<file path="config.mk">
export PLATFORM = sky130hd
export DESIGN_NAME = imem_boot_loader_flat
export DESIGN_NICKNAME = d
export VERILOG_FILES = /design/src/rtl/imem_boot_loader_if.sv /design/src/rtl/imem_boot_loader.sv /design/src/flat_wrapper.sv
export SDC_FILE = /design/constraint.sdc
export NUM_CORES = 1
export LEC_CHECK = 0
export CORE_UTILIZATION = 43
export DETAILED_ROUTE_END_ITERATION = 12
export GPL_ROUTABILITY_DRIVEN = 0
export GPL_TIMING_DRIVEN = 0
export HOLD_SLACK_MARGIN = 0.05
export PLACE_DENSITY_LB_ADDON = 0.1
export SLEW_MARGIN = 10
export SYNTH_ARGS = -nofsm -noshare
export SYNTH_HDL_FRONTEND = slang
export SYNTH_SLANG_ARGS = --single-unit
</file>
<file path="constraint.sdc">
create_clock -name clk -period 2 [get_ports clk]
set_clock_uncertainty 0.2 [all_clocks]
set_input_delay 0.4 -clock clk [delete_from_list [all_inputs] [get_ports clk]]
set_output_delay 0.4 -clock clk [all_outputs]
set_load 0.05 [all_outputs]
</file>
<file path="src/rtl/imem_boot_loader_if.sv">
// Bundle between the host byte stream, the instruction-memory write port and
// the core hold line. The loader sits on the slave side.
interface imem_boot_loader_if #(
    parameter int ADDR_W = 5,
    parameter int WORD_W = 32
) ();
    logic              start;
    logic [ADDR_W:0]   len;
    logic [7:0]        byte_in;
    logic              byte_valid;
    logic              byte_ready;
    logic              imem_we;
    logic [ADDR_W-1:0] imem_addr;
    logic [WORD_W-1:0] imem_wdata;
    logic              cpu_hold;
    logic              busy;
    logic              done;
    logic              err;

    modport master (
        output start, len, byte_in, byte_valid,
        input  byte_ready, imem_we, imem_addr, imem_wdata, cpu_hold, busy, done, err
    );

    modport slave (
        input  start, len, byte_in, byte_valid,
        output byte_ready, imem_we, imem_addr, imem_wdata, cpu_hold, busy, done, err
    );
endinterface

</file>
<file path="src/rtl/imem_boot_loader.sv">
// Packs a big-endian byte stream into 32-bit words and writes them to instruction
// memory from address 0, holding the core until the whole image is in place.
module imem_boot_loader #(
    parameter int ADDR_W = 5,
    parameter int WORD_W = 32
) (
    input logic               clk,
    input logic               rst,
    imem_boot_loader_if.slave bus
);
    localparam int              NBYTES  = WORD_W / 8;
    localparam logic [ADDR_W:0] MAX_LEN = (ADDR_W + 1)'(2 ** ADDR_W);

    typedef enum logic [1:0] {
        S_IDLE  = 2'd0,
        S_RECV  = 2'd1,
        S_WRITE = 2'd2,
        S_DONE  = 2'd3
    } state_t;

    state_t            state_q, state_d;
    logic [1:0]        byte_cnt_q;
    logic [ADDR_W-1:0] word_idx_q;
    logic [ADDR_W:0]   len_q;
    logic [WORD_W-1:0] word_q;
    logic              err_q;
    logic              hold_q;

    logic len_ok;
    logic xfer;
    logic last_byte;
    logic last_word;

    assign len_ok    = (bus.len != '0) && (bus.len <= MAX_LEN);
    assign xfer      = (state_q == S_RECV) && bus.byte_valid;
    assign last_byte = (byte_cnt_q == 2'(NBYTES - 1));
    // len_q is at least 1 whenever this is consulted, so the subtraction never wraps
    assign last_word = ({1'b0, word_idx_q} == (len_q - (ADDR_W + 1)'(1)));

    always_ff @(posedge clk) begin
        if (rst) state_q <= S_IDLE;
        else     state_q <= state_d;
    end

    always_comb begin
        state_d = state_q;
        unique case (state_q)
            S_IDLE:  if (bus.start && len_ok) state_d = S_RECV;
            S_RECV:  if (xfer && last_byte)   state_d = S_WRITE;
            S_WRITE: state_d = last_word ? S_DONE : S_RECV;
            S_DONE:  state_d = S_IDLE;
            default: state_d = S_IDLE;
        endcase
    end

    always_ff @(posedge clk) begin
        if (rst) begin
            byte_cnt_q <= '0;
            word_idx_q <= '0;
            len_q      <= '0;
            word_q     <= '0;
            err_q      <= 1'b0;
            hold_q     <= 1'b1;
        end else begin
            err_q <= (state_q == S_IDLE) && bus.start && !len_ok;
            unique case (state_q)
                S_IDLE: begin
                    if (bus.start && len_ok) begin
                        len_q      <= bus.len;
                        word_idx_q <= '0;
                        byte_cnt_q <= '0;
                        hold_q     <= 1'b1;
                    end
                end
                S_RECV: begin
                    // the counter wraps to 0 on the 4th byte, ready for the next word
                    if (xfer) begin
                        word_q     <= {word_q[WORD_W-9:0], bus.byte_in};
                        byte_cnt_q <= byte_cnt_q + 2'd1;
                    end
                end
                S_WRITE: begin
                    if (!last_word) word_idx_q <= word_idx_q + 1'b1;
                end
                S_DONE: hold_q <= 1'b0;
                default: ;
            endcase
        end
    end

    // every output comes from the state register or a flop, never from an input
    assign bus.byte_ready = (state_q == S_RECV);
    assign bus.imem_we    = (state_q == S_WRITE);
    assign bus.imem_addr  = word_idx_q;
    assign bus.imem_wdata = word_q;
    assign bus.busy       = (state_q == S_RECV) || (state_q == S_WRITE);
    assign bus.done       = (state_q == S_DONE);
    assign bus.err        = err_q;
    assign bus.cpu_hold   = hold_q;
endmodule
</file>
<file path="src/flat_wrapper.sv">
// flat-port wrapper written by rule: the top's interface ports become plain ports
module imem_boot_loader_flat 
#(
    parameter int ADDR_W = 5,
    parameter int WORD_W = 32
)
  (clk, rst, bus_start, bus_len, bus_byte_in, bus_byte_valid, bus_byte_ready, bus_imem_we, bus_imem_addr, bus_imem_wdata, bus_cpu_hold, bus_busy, bus_done, bus_err);
  imem_boot_loader_if #(.ADDR_W(ADDR_W), .WORD_W(WORD_W)) bus_i ();
  input logic clk;
  input logic rst;
  input wire logic [$bits(bus_i.start)-1:0] bus_start;
  input wire logic [$bits(bus_i.len)-1:0] bus_len;
  input wire logic [$bits(bus_i.byte_in)-1:0] bus_byte_in;
  input wire logic [$bits(bus_i.byte_valid)-1:0] bus_byte_valid;
  output wire logic [$bits(bus_i.byte_ready)-1:0] bus_byte_ready;
  output wire logic [$bits(bus_i.imem_we)-1:0] bus_imem_we;
  output wire logic [$bits(bus_i.imem_addr)-1:0] bus_imem_addr;
  output wire logic [$bits(bus_i.imem_wdata)-1:0] bus_imem_wdata;
  output wire logic [$bits(bus_i.cpu_hold)-1:0] bus_cpu_hold;
  output wire logic [$bits(bus_i.busy)-1:0] bus_busy;
  output wire logic [$bits(bus_i.done)-1:0] bus_done;
  output wire logic [$bits(bus_i.err)-1:0] bus_err;
  assign bus_i.start = bus_start;
  assign bus_i.len = bus_len;
  assign bus_i.byte_in = bus_byte_in;
  assign bus_i.byte_valid = bus_byte_valid;
  assign bus_byte_ready = bus_i.byte_ready;
  assign bus_imem_we = bus_i.imem_we;
  assign bus_imem_addr = bus_i.imem_addr;
  assign bus_imem_wdata = bus_i.imem_wdata;
  assign bus_cpu_hold = bus_i.cpu_hold;
  assign bus_busy = bus_i.busy;
  assign bus_done = bus_i.done;
  assign bus_err = bus_i.err;
  imem_boot_loader #(.ADDR_W(ADDR_W), .WORD_W(WORD_W)) u_core (.clk(clk), .rst(rst), .bus(bus_i));
endmodule
</file>
==> impl_metrics.yaml, run 1 <==
synthesis:
  yosys-top-cells-area: "dfxtp_1, nand2_1, a21oi_1"
  synth_fp_nets: 283
  synth.lib_cells_used.distinct: 37
  synth_area_per_cell_sq_um: 8.33
  netlist_area_sq_mm: 0.00215
  ys_dominant_reg_cell: "dfxtp_1"
  synth_top_area_share_pct: 45.6
  ys.warnings.count: 0
  async_reset_ff_share_pct: 0
  number_of_enable_type_register_cells_in_the_synthesized_netlist: 0
  synthDominantAreaCellType: "dfxtp_1"
  yosys_register_bits: 49
  syn_inst: 258
  ys_seq_area_share_pct: 45.6
cts:
  cts.hold.buffers_added: 0
  cts_inserted_buffers: 5
  clock_tree.buffer_depth: 2
  clock_tree_from_tritoncts: "built"
  cts_max_level: 2
  clockRootBuffer: "clkbuf_8"
  clock_sink_count: 49
  clock_insertion_delay_worst_skew_ps: 310
  clk_transition_reported_paths_ps: 100
finish:
  nets_finish: 352
  synthToLayoutAreaGrowth_pct: 41.5
  layout.cells.most_common: "nand2_1"
  layoutNonFillerInstCount: 395
  finalCoreUtilization_pct: 64.0
  finish.instance_area_sq_mm: 0.00304
  most-common-layout-cells: "nand2_1, dfxtp_1, dlygate4sd2_1"
  layout-drive-gt1-share_pct: 15.2
  num_antenna_cells: 0
die:
  io_pins: 61
  die_width_microns: 72.7
  die_h_microns: 72.7
  die_footprint_sq_mm: 0.00529
  rows: 25
  floorplan.initialDensity_pct: 45.2
  fp.coreArea_sq_mm: 0.00475
worst_setup_path:
  critical_path_arrival_ps: 1350
  kind_of_start_point_of_the_critical_path: "flop"
  crit_path_max_incr_delay_ps: 580
  critical_path.slowest_cell: "dlygate4sd2_1"
  crit_end: "bus_imem_addr[2]"
  worstSetupEndpointType: "output pin"
  cp.depth: 1
  worst_ep_required_time_ps: 1400
  worst_r2r_endpoint: "u_core.bus.imem_addr[3]"
  origin_of_the_worst_setup_path: "u_core.bus.imem_addr[2]"
  crit-reg2reg-launch: "u_core.len_q[0]"
  critical_path_peak_fanout: 6
  worst-r2r-cell-count: 8
  crit_type: "reg -> out"
  path_buf_inv: 1
  crit_path_cell_trace: "dlygate4sd2_1"
  critical-path-top-delay-family: "buffers and inverters"
  register_to_register_setup_slack_ps: 90
grt:
  grt_use_total_pct: 20.0
  maximum_number_of_pins_on_one_net_before_global_route_repair: 17
  number_of_antenna_violations_at_the_first_check_in_global_routing: 0
  wire_length_of_the_first_global_routing_pass_mm: 8.12
  first_global_vias: 1704
  globalRouteOverflowTotal: 0
sta:
  unrepaired_setup_endpoints_after_global_routing: "yes"
  achievable-frequency_mhz: 512
  setup_total_negative_slack_ps: 0
  post-route-min-period_ps: 1950
  final.period_utilization_pct: 97.6
  slew_headroom_pct: 66.8
  slew_at_the_pin_closest_to_its_max_slew_limit_ps: 500
  final-hold-violation-count: 0
  setup_viol_count_final: 0
  report.final.slew_viol_count: 0
detailed_routing:
  count_of_antenna_violating_nets_left_after_detailed_routing: 0
  firstDrtPassIters: 4
  route.detailed.wl_per_inst_microns: 13.0
  route.detailed.vias_per_inst: 5.05
  route.vias.total: 1996
  finalWirelength_mm: 5.12
  drcViolationCount: 0
  dr_iter_0_viols: 68
power_and_ir_drop:
  power.static_leakage_nw: 1.27
  ir_worst_vdd_v: 0.000727
  power_density_mw_per_mm2: 929
hold_path:
  worstHoldPathType: "reg -> reg"
place:
  numPortBuffers: 60
  hpwl_mm: 3.59
  postPlaceCellArea_sq_mm: 0.00284
  dpl.cell_count: 385
run:
  maxCapViolations: 0
outcome:
  result_of_the_run: "complete, no violations"
## sequential cells by signal (all words and copies together) (netlist names)
register and count:
u_core.bus.cpu_hold 1, u_core.bus.err 1, u_core.len_q 6, u_core.byte_cnt_q 2
u_core.bus.imem_wdata 32, u_core.bus.imem_addr 5, u_core.state_q 2
## worst min-delay path by stage
stage,slack (ps),startpoint,depth (start not counted),end
after CTS,260,u_core.bus.imem_wdata[31],2,u_core.bus.imem_wdata[31]
after global routing,280,u_core.bus.imem_wdata[25],2,u_core.bus.imem_wdata[25]
after global placement,240,u_core.bus.imem_wdata[30],2,u_core.bus.imem_wdata[30]
final,250,u_core.bus.imem_wdata[30],2,u_core.bus.imem_wdata[30]
after detailed placement,250,u_core.bus.imem_wdata[31],2,u_core.bus.imem_wdata[31]
after floorplan,250,u_core.byte_cnt_q[1],2,u_core.byte_cnt_q[1]
## kinds of logic (layout without fill, tap and decap cells)
logic type,count (synthesis),count (layout),share of synthesized area (%)
compound gates,53,53,14.4
flops,49,49,45.6
xor+xnor,9,9,3.67
mux,9,9,4.19
simple gates,111,111,24.6
buf+inv,20,90,3.49
fa+ha+maj,7,7,4.07
## synth_stat cells, types with 2 or more instances
master,n
and2_1,2
a221oi_1,3
inv_1,8
o21ai_0,3
nor3_1,3
mux2i_1,9
nand2_1,72
nor3_2,2
a21oi_1,36
nor4_1,3
a21boi_1,2
buf_1,2
xnor2_1,6
nor2_1,10
nand3_1,6
o2bb2ai_1,3
clkbuf_1,10
ha_1,7
dfxtp_1,49
xor2_1,3
nor2b_1,3
## where the power goes
group / switching [mW] / total [mW] / internal (mW)
Sequential: 0.0638 / 1.10 / 1.04
Combinational: 0.658 / 1.00 / 0.346
Clock: 0.344 / 0.719 / 0.375
## area by class of cell
type                            count  area (sq um)
Timing Repair Buffer               63           559
Multi-Input combinational cell    189          1220
Sequential cell                    49           986
Inverter                            8          30.0
Tap cell                           67          83.8
Clock buffer                        5          68.8
Fill cell                         449          1710
Buffer                             11          47.5
Clock inverter                      3          43.8
## layer usage
layer / global-route usage (%) / vias to the layer above / share of wire (%)
met3: 4.56 / 4 / 5.1
met2: 29.6 / 56 / 45
met4: 5.23 / 0 / 0.66
li1: - / 1009 / -
met5: 0 / - / 0
met1: 29.2 / 927 / 49
## per-stage QoR
step / setup WS (ps) / hold slack, ps / power (mW)
6_report: 48.2 / 254 / 2.83
5_1_grt: -1.14 / 275 / 2.97
4_1_cts: 6.45 / 258 / 2.75
3_5_place_dp: -567 / 247 / 2.05
3_3_place_gp: -541 / 241 / 2.05
2_1_floorplan: 41.0 / 248 / 1.80
## repair_timing
item | 4_1_cts | 5_1_grt
resized for setup | 75 | 23
hold endpoints to repair | 0 | 0
pin swaps | 5 | 7
setup endpoints to repair | 59 | 42
buffers inserted | 2 | 2
No activity file was read; power rests on OpenSTA's default activity.
==> run 2: changes to the inputs <==
Settings changed: ABC_AREA set to 1, SLEW_MARGIN 10 to 5.
==> run 2 against run 1 <==
Against the previous run:
- synthesized area increased by 0.99%
- critical path type unchanged
- clock-buffer cell count increased by 1
- non-clock buffer count down 3
- design area down 4.1%
==> impl_metrics.yaml, run 2 <==
finish:
  synthToLayoutAreaGrowth_pct: 34.4
  layoutNonFillerInstCount: 433
  finish.instance_area_sq_mm: 0.00292
  layout-drive-gt1-share_pct: 9.56
  finalCoreUtilization_pct: 60.9
  most-common-layout-cells: "nor2_1, dfxtp_1, nand2_1, o21ai_0, dlygate4sd2_1"
  num_antenna_cells: 0
  layout.cells.most_common: "nor2_1"
  nets_finish: 390
  largest_reg_flops: 32
detailed_routing:
  drcViolationCount: 0
  route.detailed.wl_per_inst_microns: 10.9
  dr_iter_0_viols: 127
  finalWirelength_mm: 4.73
  route.vias.total: 2046
  count_of_antenna_violating_nets_left_after_detailed_routing: 0
  firstDrtPassIters: 5
  route.detailed.vias_per_inst: 4.73
synthesis:
  async_reset_ff_share_pct: 0
  netlist_area_sq_mm: 0.00217
  post-synth-top-count-cell: "nor2_1"
  yosys-top-cells-area: "dfxtp_1, nor2_1, o21ai_0"
  synth.top_cells.by_count: "nor2_1, dfxtp_1, nand2_1, o21ai_0, inv_1"
  synth_area_per_cell_sq_um: 7.28
  ys_dominant_reg_cell: "dfxtp_1"
  synth.lib_cells_used.distinct: 28
  yosys_register_bits: 49
  synth_top_area_share_pct: 45.2
  ys_seq_area_share_pct: 45.2
  ys.warnings.count: 0
  syn_inst: 298
  number_of_enable_type_register_cells_in_the_synthesized_netlist: 0
  synth_fp_nets: 323
  synthDominantAreaCellType: "dfxtp_1"
sta:
  final.period_utilization_pct: 96.7
  achievable-frequency_mhz: 517
  slew_headroom_pct: 66.0
  post-route-min-period_ps: 1930
  setup_ws_ps: 65.0
  slew_at_the_pin_closest_to_its_max_slew_limit_ps: 512
  setup_total_negative_slack_ps: 0
  report.final.slew_viol_count: 0
  final-hold-violation-count: 0
  setup_viol_count_final: 0
worst_setup_path:
  origin_of_the_worst_setup_path: "u_core.bus.imem_addr[0]"
  critical-path-top-delay-family: "buffers and inverters"
  critical_path.slowest_cell: "dlygate4sd2_1"
  register_to_register_setup_slack_ps: 170
  critical_path_arrival_ps: 1330
  critical_path_peak_fanout: 6
  worst_ep_required_time_ps: 1400
  crit_type: "reg -> out"
  cp.depth: 1
  crit-reg2reg-launch: "u_core.len_q[1]"
  kind_of_start_point_of_the_critical_path: "flop"
  worst-r2r-cell-count: 11
  worstSetupEndpointType: "output pin"
  worst_r2r_endpoint: "u_core.bus.imem_addr[0]"
  crit_path_cell_trace: "dlygate4sd2_1"
  path_buf_inv: 1
  crit_end: "bus_imem_addr[0]"
  crit_path_max_incr_delay_ps: 560
power_and_ir_drop:
  power_density_mw_per_mm2: 1360
  seq_pwr_share_pct: 34.9
  power_report.internal_total_mw: 2.06
  ir_worst_vdd_v: 0.000821
  power.static_leakage_nw: 1.37
  p_switching_mw: 1.90
  clock_power_share_pct: 16.0
  power_frac_comb_pct: 49.2
  switching_share_pct: 48.0
cts:
  clock_tree.buffer_depth: 2
  clockRootBuffer: "clkbuf_8"
  cts.hold.buffers_added: 0
  cts_max_level: 2
  clock_sink_count: 49
  clock_tree_from_tritoncts: "built"
  clock_insertion_delay_worst_skew_ps: 300
  clk_transition_reported_paths_ps: 90
  cts_inserted_buffers: 5
  cts_post_setup_buffers_inserted: 0
die:
  die_footprint_sq_mm: 0.00534
  die_width_microns: 73.1
  rows: 25
  die_h_microns: 73.1
  floorplan.initialDensity_pct: 45.4
  io_pins: 61
  fp.coreArea_sq_mm: 0.00479
run:
  maxCapViolations: 0
grt:
  grt_use_total_pct: 18.5
  wire_length_of_the_first_global_routing_pass_mm: 7.67
  globalRouteOverflowTotal: 0
  number_of_antenna_violations_at_the_first_check_in_global_routing: 0
  maximum_number_of_pins_on_one_net_before_global_route_repair: 17
  first_global_vias: 1632
place:
  postPlaceCellArea_sq_mm: 0.00286
  numPortBuffers: 60
  post-place-ws_ps: -137
  hpwl_mm: 3.48
  dpl.cell_count: 425
outcome:
  result_of_the_run: "complete, no violations"
hold_path:
  worstHoldPathType: "reg -> reg"
==> run 2: layer usage <==
| metal | vias to the layer above | global-route usage [%] | share of wire (%) |
|---|---|---|---|
| li1 | 1094 | - | - |
| met1 | 899 | 26.8 | 51 |
| met2 | 47 | 27.2 | 43 |
| met3 | 6 | 4.42 | 4.1 |
| met4 | 0 | 5.45 | 1.2 |
| met5 | - | 0 | 0 |
==> run 2: cells by family after synthesis <==
group	count (synthesis)	share of synthesized area (%)
buffers and inverters	31	6.05
adders and majority gates	7	4.03
AOI/OAI and AO/OA	56	13.6
DFF	49	45.2
xor gates and xnor gates	2	0.807
and+or+nand+nor	153	30.3
==> run 2: worst min-delay path, cell delays in order, from the launching register on <==
cell	delay, ps
dfxtp_1	330
nor2_1	40
nor2_1	80
==> run 2: power by group through the flow <==
stage / sequential [mW] / combinational [mW] / clock [mW]
final: 1.38 / 1.95 / 0.633
after global routing: 1.41 / 2.13 / 0.697
after CTS: 1.38 / 1.94 / 0.652
after detailed placement: 1.41 / 2.07 / 0
after global placement: 1.41 / 2.06 / 0
after floorplan: 1.98 / 0.914 / 0
==> run 2: cell type report <==
class / count / area [sq um]
repair buffers: 60 / 534
multi-input cells: 218 / 1080
flip-flops and latches: 49 / 983
fillers: 453 / 1870
clock inverters: 2 / 17.5
plain buffers: 11 / 56.3
clock buffers: 6 / 82.6
inverters: 20 / 75.1
well taps: 67 / 83.8
==> run 2: per-stage QoR <==
step / hold slack (ps) / power, mW
after CTS: 280 / 3.97
after detailed placement: 267 / 3.48
after global placement: 261 / 3.46
after global routing: 310 / 4.24
after floorplan: 241 / 2.89
final: 282 / 3.97
==> run 2: timing repair <==
item                       4_1_cts  5_1_grt
pin swaps                        0        2
gates resized for setup         54        8
setup endpoints to repair       43        7
==> run 2: worst min-delay path by stage <==
| stage | start | to | slack [ps] | cells past startpoint |
|---|---|---|---|---|
| after floorplan | u_core.byte_cnt_q[1] | u_core.byte_cnt_q[1] | 240 | 2 |
| after global placement | u_core.len_q[5] | u_core.len_q[5] | 260 | 2 |
| after detailed placement | u_core.byte_cnt_q[1] | u_core.byte_cnt_q[1] | 270 | 2 |
| after CTS | u_core.byte_cnt_q[1] | u_core.byte_cnt_q[1] | 280 | 2 |
| after global routing | u_core.bus.imem_wdata[24] | u_core.bus.imem_wdata[24] | 310 | 2 |
| final | u_core.bus.imem_wdata[27] | u_core.bus.imem_wdata[27] | 280 | 2 |
